===== config.mk =====
export PLATFORM = sky130hd
export DESIGN_NAME = axis_packet_gen
export DESIGN_NICKNAME = d
export VERILOG_FILES = /design/src/rtl/axis_gen_pkg.sv /design/src/rtl/axis_gen_datasrc.sv /design/src/rtl/axis_packet_gen.sv
export SDC_FILE = /design/constraint.sdc
export NUM_CORES = 1
export LEC_CHECK = 0
export CAP_MARGIN = 10
export CORE_ASPECT_RATIO = 2
export CORE_MARGIN = 3
export CORE_UTILIZATION = 53
export CTS_BUF_LIST = sky130_fd_sc_hd__clkbuf_4
export DETAILED_ROUTE_END_ITERATION = 16
export PLACE_DENSITY = 0.91
export SLEW_MARGIN = 15
export SYNTH_ARGS = -nofsm -noshare
export SYNTH_HDL_FRONTEND = slang
export SYNTH_HIERARCHICAL = 1
export SYNTH_SLANG_ARGS = --single-unit
export TNS_END_PERCENT = 20

===== constraint.sdc =====
create_clock -name axis_clk -period 2.1 [get_ports axis_clk]
set_input_delay 0.42 -clock axis_clk [delete_from_list [all_inputs] [get_ports axis_clk]]
set_output_delay 0.42 -clock axis_clk [all_outputs]
set_load 0.05 [all_outputs]

===== src/rtl/axis_gen_pkg.sv =====
// Shared types and constants for the AXI-Stream packet generator.
package axis_gen_pkg;

  typedef enum logic [1:0] {
    IDLE = 2'd0,
    SEND = 2'd1,
    GAP  = 2'd2,
    FIN  = 2'd3
  } gen_state_e;

  localparam logic MODE_INC  = 1'b0;
  localparam logic MODE_LFSR = 1'b1;

  localparam logic [7:0]  LFSR_TAPS_8  = 8'hB8;
  localparam logic [7:0]  LFSR_SEED_8  = 8'hFF;
  localparam logic [15:0] LFSR_TAPS_16 = 16'hB400;
  localparam logic [15:0] LFSR_SEED_16 = 16'hFFFF;
  localparam logic [31:0] LFSR_TAPS_32 = 32'h8020_0003;
  localparam logic [31:0] LFSR_SEED_32 = 32'hFFFF_FFFF;

  // Maximal-length Fibonacci tap mask for the supported data widths.
  function automatic logic [31:0] default_taps(input int unsigned w);
    case (w)
      16:      return 32'(LFSR_TAPS_16);
      32:      return LFSR_TAPS_32;
      default: return 32'(LFSR_TAPS_8);
    endcase
  endfunction

  function automatic logic [31:0] default_seed(input int unsigned w);
    case (w)
      16:      return 32'(LFSR_SEED_16);
      32:      return LFSR_SEED_32;
      default: return 32'(LFSR_SEED_8);
    endcase
  endfunction

endpackage


===== src/rtl/axis_gen_datasrc.sv =====
// Payload source: incrementing counter or Fibonacci LFSR, advanced once per accepted beat.
module axis_gen_datasrc
  import axis_gen_pkg::*;
#(
  parameter int unsigned          data_bits = 8,
  parameter logic [data_bits-1:0] lfsr_taps = data_bits'(default_taps(data_bits)),
  parameter logic [data_bits-1:0] lfsr_seed = data_bits'(default_seed(data_bits))
) (
  input  logic                 clk,
  input  logic                 rst_n,
  input  logic                 load,
  input  logic                 adv,
  input  logic                 mode,
  output logic [data_bits-1:0] data
);

  logic                 r_mode;
  logic [data_bits-1:0] r_data;
  logic [data_bits-1:0] w_data_nxt;

  // Mode is captured on load so a run keeps one data pattern throughout.
  always_comb begin
    w_data_nxt = r_data;
    if (load) begin
      w_data_nxt = (mode == MODE_LFSR) ? lfsr_seed : '0;
    end else if (adv) begin
      if (r_mode == MODE_LFSR) begin
        w_data_nxt = {r_data[data_bits-2:0], ^(r_data & lfsr_taps)};
      end else begin
        w_data_nxt = r_data + data_bits'(1);
      end
    end
  end

  always_ff @(posedge clk or negedge rst_n) begin
    if (!rst_n) begin
      r_mode <= MODE_INC;
      r_data <= '0;
    end else begin
      if (load) begin
        r_mode <= mode;
      end
      r_data <= w_data_nxt;
    end
  end

  assign data = r_data;

endmodule


===== src/rtl/axis_packet_gen.sv =====
// AXI-Stream traffic master: emits pkt_num packets of pkt_len beats with
// programmable inter-packet gaps, honouring tready back-pressure.
module axis_packet_gen
  import axis_gen_pkg::*;
#(
  parameter int unsigned          data_bits   = 8,
  parameter int unsigned          tkeep_width = data_bits / 8,
  parameter int unsigned          len_bits    = 8,
  parameter int unsigned          gap_bits    = 4,
  parameter logic [data_bits-1:0] lfsr_taps   = data_bits'(default_taps(data_bits)),
  parameter logic [data_bits-1:0] lfsr_seed   = data_bits'(default_seed(data_bits))
) (
  input  logic                   axis_clk,
  input  logic                   axis_resetn,
  input  logic                   start,
  input  logic                   mode,
  input  logic [len_bits-1:0]    pkt_len,
  input  logic [len_bits-1:0]    pkt_num,
  input  logic [gap_bits-1:0]    gap_cycles,
  output logic                   busy,
  output logic                   done,
  output logic [data_bits-1:0]   m_axis_tdata,
  output logic [tkeep_width-1:0] m_axis_tkeep,
  output logic                   m_axis_tlast,
  output logic                   m_axis_tvalid,
  input  logic                   m_axis_tready
);

  gen_state_e            r_state;
  gen_state_e            w_state_nxt;
  logic                  r_start_pend;
  logic [len_bits-1:0]   r_len;
  logic [len_bits-1:0]   r_num;
  logic [gap_bits-1:0]   r_gap;
  logic [len_bits-1:0]   r_beat_cnt;
  logic [len_bits-1:0]   w_beat_nxt;
  logic [len_bits-1:0]   r_pkt_cnt;
  logic [len_bits-1:0]   w_pkt_nxt;
  logic [gap_bits-1:0]   r_gap_cnt;
  logic [gap_bits-1:0]   w_gap_nxt;
  logic                  r_tvalid;
  logic                  r_tlast;
  logic [tkeep_width-1:0] r_tkeep;
  logic                  r_busy;
  logic                  r_done;
  logic                  w_accept;
  logic                  w_xfer;
  logic                  w_adv;

  // start is taken only from a quiet IDLE; the pending cycle gives the one-cycle launch latency.
  assign w_accept = (r_state == IDLE) && !r_start_pend && start;
  assign w_xfer   = r_tvalid && m_axis_tready;

  always_ff @(posedge axis_clk or negedge axis_resetn) begin
    if (!axis_resetn) begin
      r_state <= IDLE;
    end else begin
      r_state <= w_state_nxt;
    end
  end

  always_comb begin
    w_state_nxt = r_state;
    w_beat_nxt  = r_beat_cnt;
    w_pkt_nxt   = r_pkt_cnt;
    w_gap_nxt   = r_gap_cnt;
    w_adv       = 1'b0;
    case (r_state)
      IDLE: begin
        if (r_start_pend) begin
          w_beat_nxt  = '0;
          w_pkt_nxt   = '0;
          w_state_nxt = ((r_len == '0) || (r_num == '0)) ? FIN : SEND;
        end
      end
      SEND: begin
        if (w_xfer) begin
          w_adv = 1'b1;
          if (r_tlast) begin
            w_beat_nxt = '0;
            w_pkt_nxt  = r_pkt_cnt + len_bits'(1);
            if (r_pkt_cnt == r_num - len_bits'(1)) begin
              w_state_nxt = FIN;
            end else if (r_gap != '0) begin
              w_state_nxt = GAP;
              w_gap_nxt   = r_gap;
            end
          end else begin
            w_beat_nxt = r_beat_cnt + len_bits'(1);
          end
        end
      end
      GAP: begin
        if (r_gap_cnt <= gap_bits'(1)) begin
          w_state_nxt = SEND;
        end else begin
          w_gap_nxt = r_gap_cnt - gap_bits'(1);
        end
      end
      FIN:     w_state_nxt = IDLE;
      default: w_state_nxt = IDLE;
    endcase
  end

  // Outputs are registered from next-state values so they line up with r_state.
  always_ff @(posedge axis_clk or negedge axis_resetn) begin
    if (!axis_resetn) begin
      r_start_pend <= 1'b0;
      r_len        <= '0;
      r_num        <= '0;
      r_gap        <= '0;
      r_beat_cnt   <= '0;
      r_pkt_cnt    <= '0;
      r_gap_cnt    <= '0;
      r_tvalid     <= 1'b0;
      r_tlast      <= 1'b0;
      r_tkeep      <= '0;
      r_busy       <= 1'b0;
      r_done       <= 1'b0;
    end else begin
      r_start_pend <= w_accept;
      if (w_accept) begin
        r_len <= pkt_len;
        r_num <= pkt_num;
        r_gap <= gap_cycles;
      end
      r_beat_cnt <= w_beat_nxt;
      r_pkt_cnt  <= w_pkt_nxt;
      r_gap_cnt  <= w_gap_nxt;
      r_tvalid   <= (w_state_nxt == SEND);
      r_tkeep    <= (w_state_nxt == SEND) ? '1 : '0;
      r_tlast    <= (w_state_nxt == SEND) && (w_beat_nxt == r_len - len_bits'(1));
      r_busy     <= (w_state_nxt != IDLE);
      r_done     <= (w_state_nxt == FIN);
    end
  end

  axis_gen_datasrc #(
    .data_bits (data_bits),
    .lfsr_taps (lfsr_taps),
    .lfsr_seed (lfsr_seed)
  ) u_datasrc (
    .clk   (axis_clk),
    .rst_n (axis_resetn),
    .load  (w_accept),
    .adv   (w_adv),
    .mode  (mode),
    .data  (m_axis_tdata)
  );

  assign m_axis_tvalid = r_tvalid;
  assign m_axis_tlast  = r_tlast;
  assign m_axis_tkeep  = r_tkeep;
  assign busy          = r_busy;
  assign done          = r_done;

endmodule


==> results of run 1 <==
==> power by group <==
part / internal, W / total, W / switching (W)
Combinational: 0.00173 / 0.00368 / 0.00196
Clock: 0.000244 / 0.000587 / 0.000343
Sequential: 0.00148 / 0.00201 / 0.000528
Total: 0.00345 / 0.00628 / 0.00283
==> metrics by stage <==
stage                     setup WS (ns)  instance area [sq um]  setup TNS [ns]
after floorplan                 -0.1048                   3357         -0.4093
after global placement          -0.5581                   4168          -3.945
after detailed placement        -0.6321                   4168          -5.613
after CTS                       -0.1958                   4314         -0.9481
after global routing            -0.3765                   4432          -1.892
final                           -0.2403                   4432         -0.9969
==> placed cells by master, fill, tap and decap left out, types with 5 or more instances in the layout <==
master / Yosys / final
a211oi_1: 5 / 5
a21oi_1: 10 / 10
a31oi_1: 7 / 7
and3_1: 5 / 5
buf_4: 1 / 53
clkbuf_4: 0 / 5
clkdlybuf4s50_1: 0 / 24
dfrtp_1: 56 / 53
dlygate4sd2_1: 0 / 11
ha_1: 10 / 8
inv_1: 12 / 10
mux2_2: 16 / 16
nand2_1: 20 / 20
nand2b_1: 6 / 6
nand3_1: 16 / 14
nand4_1: 6 / 6
nor2_1: 28 / 24
o211ai_1: 7 / 7
o21ai_0: 14 / 13
xnor2_1: 14 / 14
xor2_1: 10 / 9
==> final cells by class <==
type                       instances  area share (%)
multi-input combinational        250           44.69
sequential                        56           31.76
timing repair buffer              95           18.38
tap                               84           2.372
inverter                          13           1.101
clock buffer                       5          0.8470
clock inverter                     3          0.8470
==> synthesized netlist by cell type (3+ instances only) <==
cell type and number:
o22ai_1 3, inv_1 12, xnor2_1 14, o211ai_1 7
nand4_1 6, nand2b_1 6, o21ai_0 14, and3b_1 3
a21o_1 3, nand2_1 20, dfrtp_1 56, nand3b_1 3
nor2_1 28, a211oi_1 5, and3_1 5, mux2_2 16
nor2b_1 4, and2_1 4, ha_1 10, a31oi_1 7
xor2_1 10, clkbuf_1 6, or4_1 5, nand3_1 16
o31ai_1 3, a21oi_1 10, nor3_1 5
==> flip-flops by register name, indices dropped and copies added (netlist names), 2 cells and up <==
| signal | flops |
|---|---|
| r_beat_cnt | 8 |
| r_gap | 4 |
| r_gap_cnt | 4 |
| r_len | 8 |
| r_num | 8 |
| r_pkt_cnt | 8 |
| r_state | 2 |
| u_datasrc/data | 8 |
==> how the worst max path moves through the flow <==
stage | start | endpoint | slack (ns) | cells after the start
final | r_state[1] | m_axis_tlast | -0.24 | 8
after global routing | r_state[1] | m_axis_tlast | -0.38 | 8
after CTS | r_num[2] | m_axis_tlast | -0.20 | 8
after detailed placement | m_axis_tready | m_axis_tlast | -0.63 | 8
after global placement | m_axis_tready | m_axis_tlast | -0.56 | 8
after floorplan | r_num[0] | r_gap_cnt[3] | -0.10 | 9
==> metal layers <==
layer | share of wire [%] | up-vias
met5 | 0 | -
met4 | 4.2 | 0
met3 | 4.5 | 34
met2 | 56 | 141
met1 | 35 | 1535
li1 | - | 1392
==> logic make-up after synthesis <==
kind of cell	Yosys count	synth area share (%)
mux	18	6.047
compound gates	73	15.76
simple gates	123	21.54
flops	56	42.33
fa+ha+maj	10	3.779
xor+xnor	26	7.747
buf+inv	23	2.796
==> worst register-to-register path, stage by stage, from the launching register on <==
cell and delay [ns]:
dfrtp_1 0.44, buf_4 0.21, or3b_2 0.53, nand2_1 0.09, o21ai_1 0.11, xnor2_1 0.19
a21oi_1 0.18, nand4_1 0.17, a2111oi_4 0.33
==> repair_timing <==
action	in CTS	in global routing
buffers inserted	5	3
pin swaps	12	11
resized for setup	21	23
hold buffers	1	0
hold endpoints to repair	21	0
endpoints found under the setup margin	20	10
==> flow_summary.json, run 1 <==
{
  "synthTopCellsByArea": "dfrtp_1, mux2_2, ha_1",
  "path_buf_inv": 1,
  "ant_nets": 0,
  "crit_chain": "buf_4 -> or3b_2 -> nand2_1 -> o21ai_1 -> xnor2_1 -> a21oi_1 -> nand4_1 -> a2111oi_4",
  "ys_seq_elements": 56,
  "ys_types": 64,
  "finish.utilization_pct": 73.18,
  "grt_use_met2_pct": 43.24,
  "die_y_um": 117.8,
  "post_drt_via_cell_ratio": 6.130,
  "antenna_found_initial": 0,
  "synth_edf_count": 0,
  "rrSetupSlack_ns": -0.24,
  "power_leakage_nw": 1.931,
  "path_clk_slew_ns": 0.16,
  "avgSynthCellArea_sq_um": 10.06,
  "clock_sinks": 56,
  "clock_latency_ns": 0.40,
  "gp_congestion": 0.9453,
  "wl_per_cell_um": 18.46,
  "worst_slew_pin_slew_ns": 0.6181,
  "fin_cells": 506,
  "synth_area_sq_um": 3311,
  "port_buffers": 37,
  "grt-busiest-layer": "met2",
  "use_met1_pct": 29.01,
  "areaGrowthSynthToFinish_pct": 33.86,
  "core_area_sq_um": 6056,
  "power_density_nw_per_um2": 1416,
  "finalSetupViolCount": 7,
  "total_power_w": 0.006278,
  "fin_nets": 456,
  "grt_max_degree": 36,
  "rsz0062_at_grt": "true",
  "synth_top_flop_cell": "dfrtp_1",
  "cpMaxStageDelayCell": "or3b_2",
  "start_util_pct": 54.67,
  "synth_cells": 329,
  "dr_total_vias": 3102,
  "hold_ws_ns": 0.4928,
  "critPathMaxStageDelay_ns": 0.53,
  "run_status": "finished with violations",
  "cts-buffers-inserted": 5,
  "fin_skew_ns": 0.01312,
  "track_usage_pct": 25.30,
  "worstSetupStartpointType": "flip-flop",
  "fin_crit_sh_pct": 111.4,
  "path_class": "reg -> reg",
  "drc": 0,
  "cts-htree-levels": 2,
  "maxSlewViolCount": 0,
  "synth.top_cell.area_share_pct": 42.33,
  "synth_top_area_cell": "dfrtp_1",
  "r2r_end": "m_axis_tlast",
  "required_ns": 2.42,
  "place_hpwl_um": 6298,
  "seq_area_frac_synth_pct": 42.33,
  "max_freq_ghz": 0.4273,
  "r2r_cells": 8,
  "clock-root-buffer": "clkbuf_4",
  "use_met3_pct": 3.403,
  "slew-limit-headroom_pct": 58.21,
  "fin_crit_ns": 2.340,
  "layout-drive-gt1-share_pct": 28.44,
  "setup_ws_ns": -0.2403,
  "hold_viol_final": 0,
  "violations": "negative setup slack",
  "placed_cells": 490,
  "cp-end-kind": "flip-flop",
  "cts_tree": "built",
  "diodes": 0,
  "grt.overflow.total": 0,
  "synth-async-reset-ratio_pct": 100.0,
  "die_w_um": 61.89,
  "regArea_sq_um": 1408,
  "syn_nets": 364,
  "multiInputGateArea_sq_um": 1981,
  "drtIter0Drc": 278,
  "grt_first_pass_wirelength_um": 14210,
  "hold_path_class": "in -> async",
  "drv_cap": 0,
  "timing.rr.start": "r_state[1]",
  "max-vdd-ir-drop_v": 0.001072,
  "drt_pass1_iterations": 7,
  "routed_wl_um": 9342,
  "worstPathArrival_ns": 2.66,
  "row_count": 40,
  "fillers": 421,
  "grt_pass1_vias": 3083,
  "critPathTopFamily": "simple AND/OR/NAND/NOR gates",
  "ioPinCount": 38,
  "clock_path_buffers": 2,
  "ys_warn_count": 6,
  "worstPathMaxFanout": 13,
  "die_area_sq_um": 7288
}
Note: power is estimated with default switching activity, not from simulation.
==> inputs of run 2 (changes only) <==
--- a/config.mk
+++ b/config.mk
@@ -8,10 +8,11 @@
 export CAP_MARGIN = 10
 export CORE_ASPECT_RATIO = 2
 export CORE_MARGIN = 3
-export CORE_UTILIZATION = 53
+export CORE_UTILIZATION = 45
 export CTS_BUF_LIST = sky130_fd_sc_hd__clkbuf_4
 export DETAILED_ROUTE_END_ITERATION = 16
-export PLACE_DENSITY = 0.91
+export PLACE_DENSITY = 0.81
+export RECOVER_POWER = 100
 export SLEW_MARGIN = 15
 export SYNTH_ARGS = -nofsm -noshare
 export SYNTH_HDL_FRONTEND = slang
==> flow_summary.json, run 2 (same netlist as run 1, synthesis figures left out) <==
{
  "maxSlewViolCount": 0,
  "drtIter0Drc": 195,
  "clock_latency_ns": 0.41,
  "path_buf_inv": 2,
  "path_clk_slew_ns": 0.15,
  "final_common_cell": "dfrtp_1",
  "worstSetupStartpointType": "flip-flop",
  "finalSetupViolCount": 22,
  "die_y_um": 127.3,
  "critPathTopFamily": "compound AO/OA/AOI/OAI gates",
  "antenna_found_initial": 0,
  "wl_per_cell_um": 16.64,
  "routed_wl_um": 8603,
  "cpMaxStageDelayCell": "a221oi_4",
  "die_area_sq_um": 8485,
  "crit_chain": "buf_6 -> xnor3_1 -> a32oi_2 -> a2111oi_2 -> and4b_2 -> a221oi_4 -> inv_2 -> and2_1",
  "power_density_nw_per_um2": 1386,
  "fin_area_sq_um": 4457,
  "place_hpwl_um": 6162,
  "cts-buffers-inserted": 5,
  "hold_path_class": "in -> reg",
  "post_drt_via_cell_ratio": 5.667,
  "slew-limit-headroom_pct": 7.955,
  "total_power_w": 0.006176,
  "grt_max_degree": 57,
  "die_w_um": 66.65,
  "hold_viol_final": 0,
  "ioPinCount": 38,
  "fin_skew_ns": 0.02063,
  "fin_crit_sh_pct": 106.5,
  "clock-root-buffer": "clkbuf_4",
  "violations": "negative setup slack",
  "grt_first_pass_wirelength_um": 14200,
  "cp-end-kind": "flip-flop",
  "drc": 0,
  "fin_crit_ns": 2.237,
  "mostFrequentLayoutCells": "dfrtp_1, buf_4, nor2_1",
  "path_class": "reg -> reg",
  "setup_ws_ns": -0.1369,
  "track_usage_pct": 21.68,
  "worstPathArrival_ns": 2.55,
  "ant_nets": 0,
  "core_area_sq_um": 7048,
  "required_ns": 2.41,
  "place_area_sq_um": 4223,
  "port_buffers": 37,
  "cts_tree": "built",
  "clock_path_buffers": 2,
  "areaGrowthSynthToFinish_pct": 34.62,
  "drv_cap": 0,
  "worst_slew_pin_slew_ns": 1.381,
  "start_util_pct": 46.97,
  "max_freq_ghz": 0.4471,
  "worstPathMaxFanout": 5,
  "max-vdd-ir-drop_v": 0.001049,
  "rsz0062_at_grt": "true",
  "fin_nets": 461,
  "cts-htree-levels": 2,
  "power_leakage_nw": 1.933,
  "layout-drive-gt1-share_pct": 28.57,
  "critPathMaxStageDelay_ns": 0.44,
  "diodes": 0,
  "row_count": 43,
  "dr_total_vias": 2930,
  "drt_pass1_iterations": 4,
  "gp_congestion": 0.9281,
  "grt_pass1_vias": 3056,
  "fillers": 570,
  "grt.overflow.total": 0,
  "run_status": "finished with violations",
  "clock_sinks": 56
}
[run 2: cell count changes in the layout (fill, tap and decap cells not counted), moves of 2 or more]
| cell | change |
|---|---|
| clkinv_2 | +2 |
| xnor2_1 | -2 |
| clkbuf_1 | +4 |
| nor2_1 | +2 |
| nor2_2 | -3 |
| or3b_4 | +2 |
| buf_6 | +3 |
| dlygate4sd2_1 | -3 |
[run 2: worst paths after layout]
kind / from / end / slack, ns / cells after the start
max in group asynchronous: axis_resetn / m_axis_tkeep / 0.20 / 3
min reg2reg: r_gap_cnt[0] / r_gap_cnt[0] / 0.57 / 1
max reg2reg: r_num[2] / done / -0.14 / 8
min: pkt_num[7] / r_num[7] / 0.57 / 3
min in group asynchronous: axis_resetn / r_len[6] / 0.93 / 3
max: r_num[2] / done / -0.14 / 8
[run 2: power breakdown]
part	switching, W	internal, W	leakage, nW
combinational	0.00192	0.00183	1.21
clock	0.000349	0.000124	0.0324
sequential	0.000475	0.00148	0.692
[run 2: stage by stage]
step | utilization [%] | instances | TNS (ns) | setup WS (ns) | hold WS [ns]
after global routing | 63.23 | 517 | -5.037 | -0.2354 | 0.5895
after detailed placement | 59.91 | 503 | -5.259 | -0.6034 | 0.4384
final | 63.23 | 517 | -0.9614 | -0.1369 | 0.5675
after global placement | 59.91 | 503 | -4.204 | -0.5634 | 0.4403
after CTS | 63.41 | 517 | -0.5606 | -0.1662 | 0.5174
after floorplan | - | 329 | -0.4093 | -0.1048 | 0.1244
[run 2: area by class of cell]
class | instances | area, sq um | share of cell area (%)
Clock inverter | 3 | 13.76 | 0.3088
Timing Repair Buffer | 100 | 832.0 | 18.67
Multi-Input combinational cell | 250 | 2006 | 45.00
Clock buffer | 5 | 37.54 | 0.8422
Tap cell | 90 | 112.6 | 2.527
Sequential cell | 56 | 1406 | 31.56
Inverter | 13 | 48.80 | 1.095
[run 2: metal layers]
layer / vias to the layer above / share of wire [%] / GRT usage (%)
met5: - / 0 / 0
met1: 1430 / 38 / 23.68
met3: 21 / 3.2 / 3.078
met2: 76 / 56 / 39.93
met4: 0 / 3.0 / 9.461
li1: 1403 / - / -
[run 2: worst reg2reg max path, cell delays in order, from the launching register on]
cell       delay (ns)
dfrtp_1          0.43
buf_6            0.13
xnor3_1          0.36
a32oi_2          0.21
a2111oi_2        0.06
and4b_2          0.29
a221oi_4         0.44
inv_2            0.07
and2_1           0.16
[run 2: timing repair]
item,4_1_cts,5_1_grt
setup endpoints to repair,16,11
resized for setup,40,7
setup buffers,6,0
hold buffers,1,0
pin swaps,18,4
hold endpoints to repair,27,0
==> inputs of run 3 (changes only) <==
--- a/config.mk
+++ b/config.mk
@@ -10,6 +10,7 @@
 export CORE_MARGIN = 3
 export CORE_UTILIZATION = 45
 export CTS_BUF_LIST = sky130_fd_sc_hd__clkbuf_4
+export CTS_CLUSTER_DIAMETER = 30
 export DETAILED_ROUTE_END_ITERATION = 16
 export PLACE_DENSITY = 0.81
 export RECOVER_POWER = 100
==> results of run 3 <==
Same layout as run 2: the final DEF is identical, and so are final timing and power.
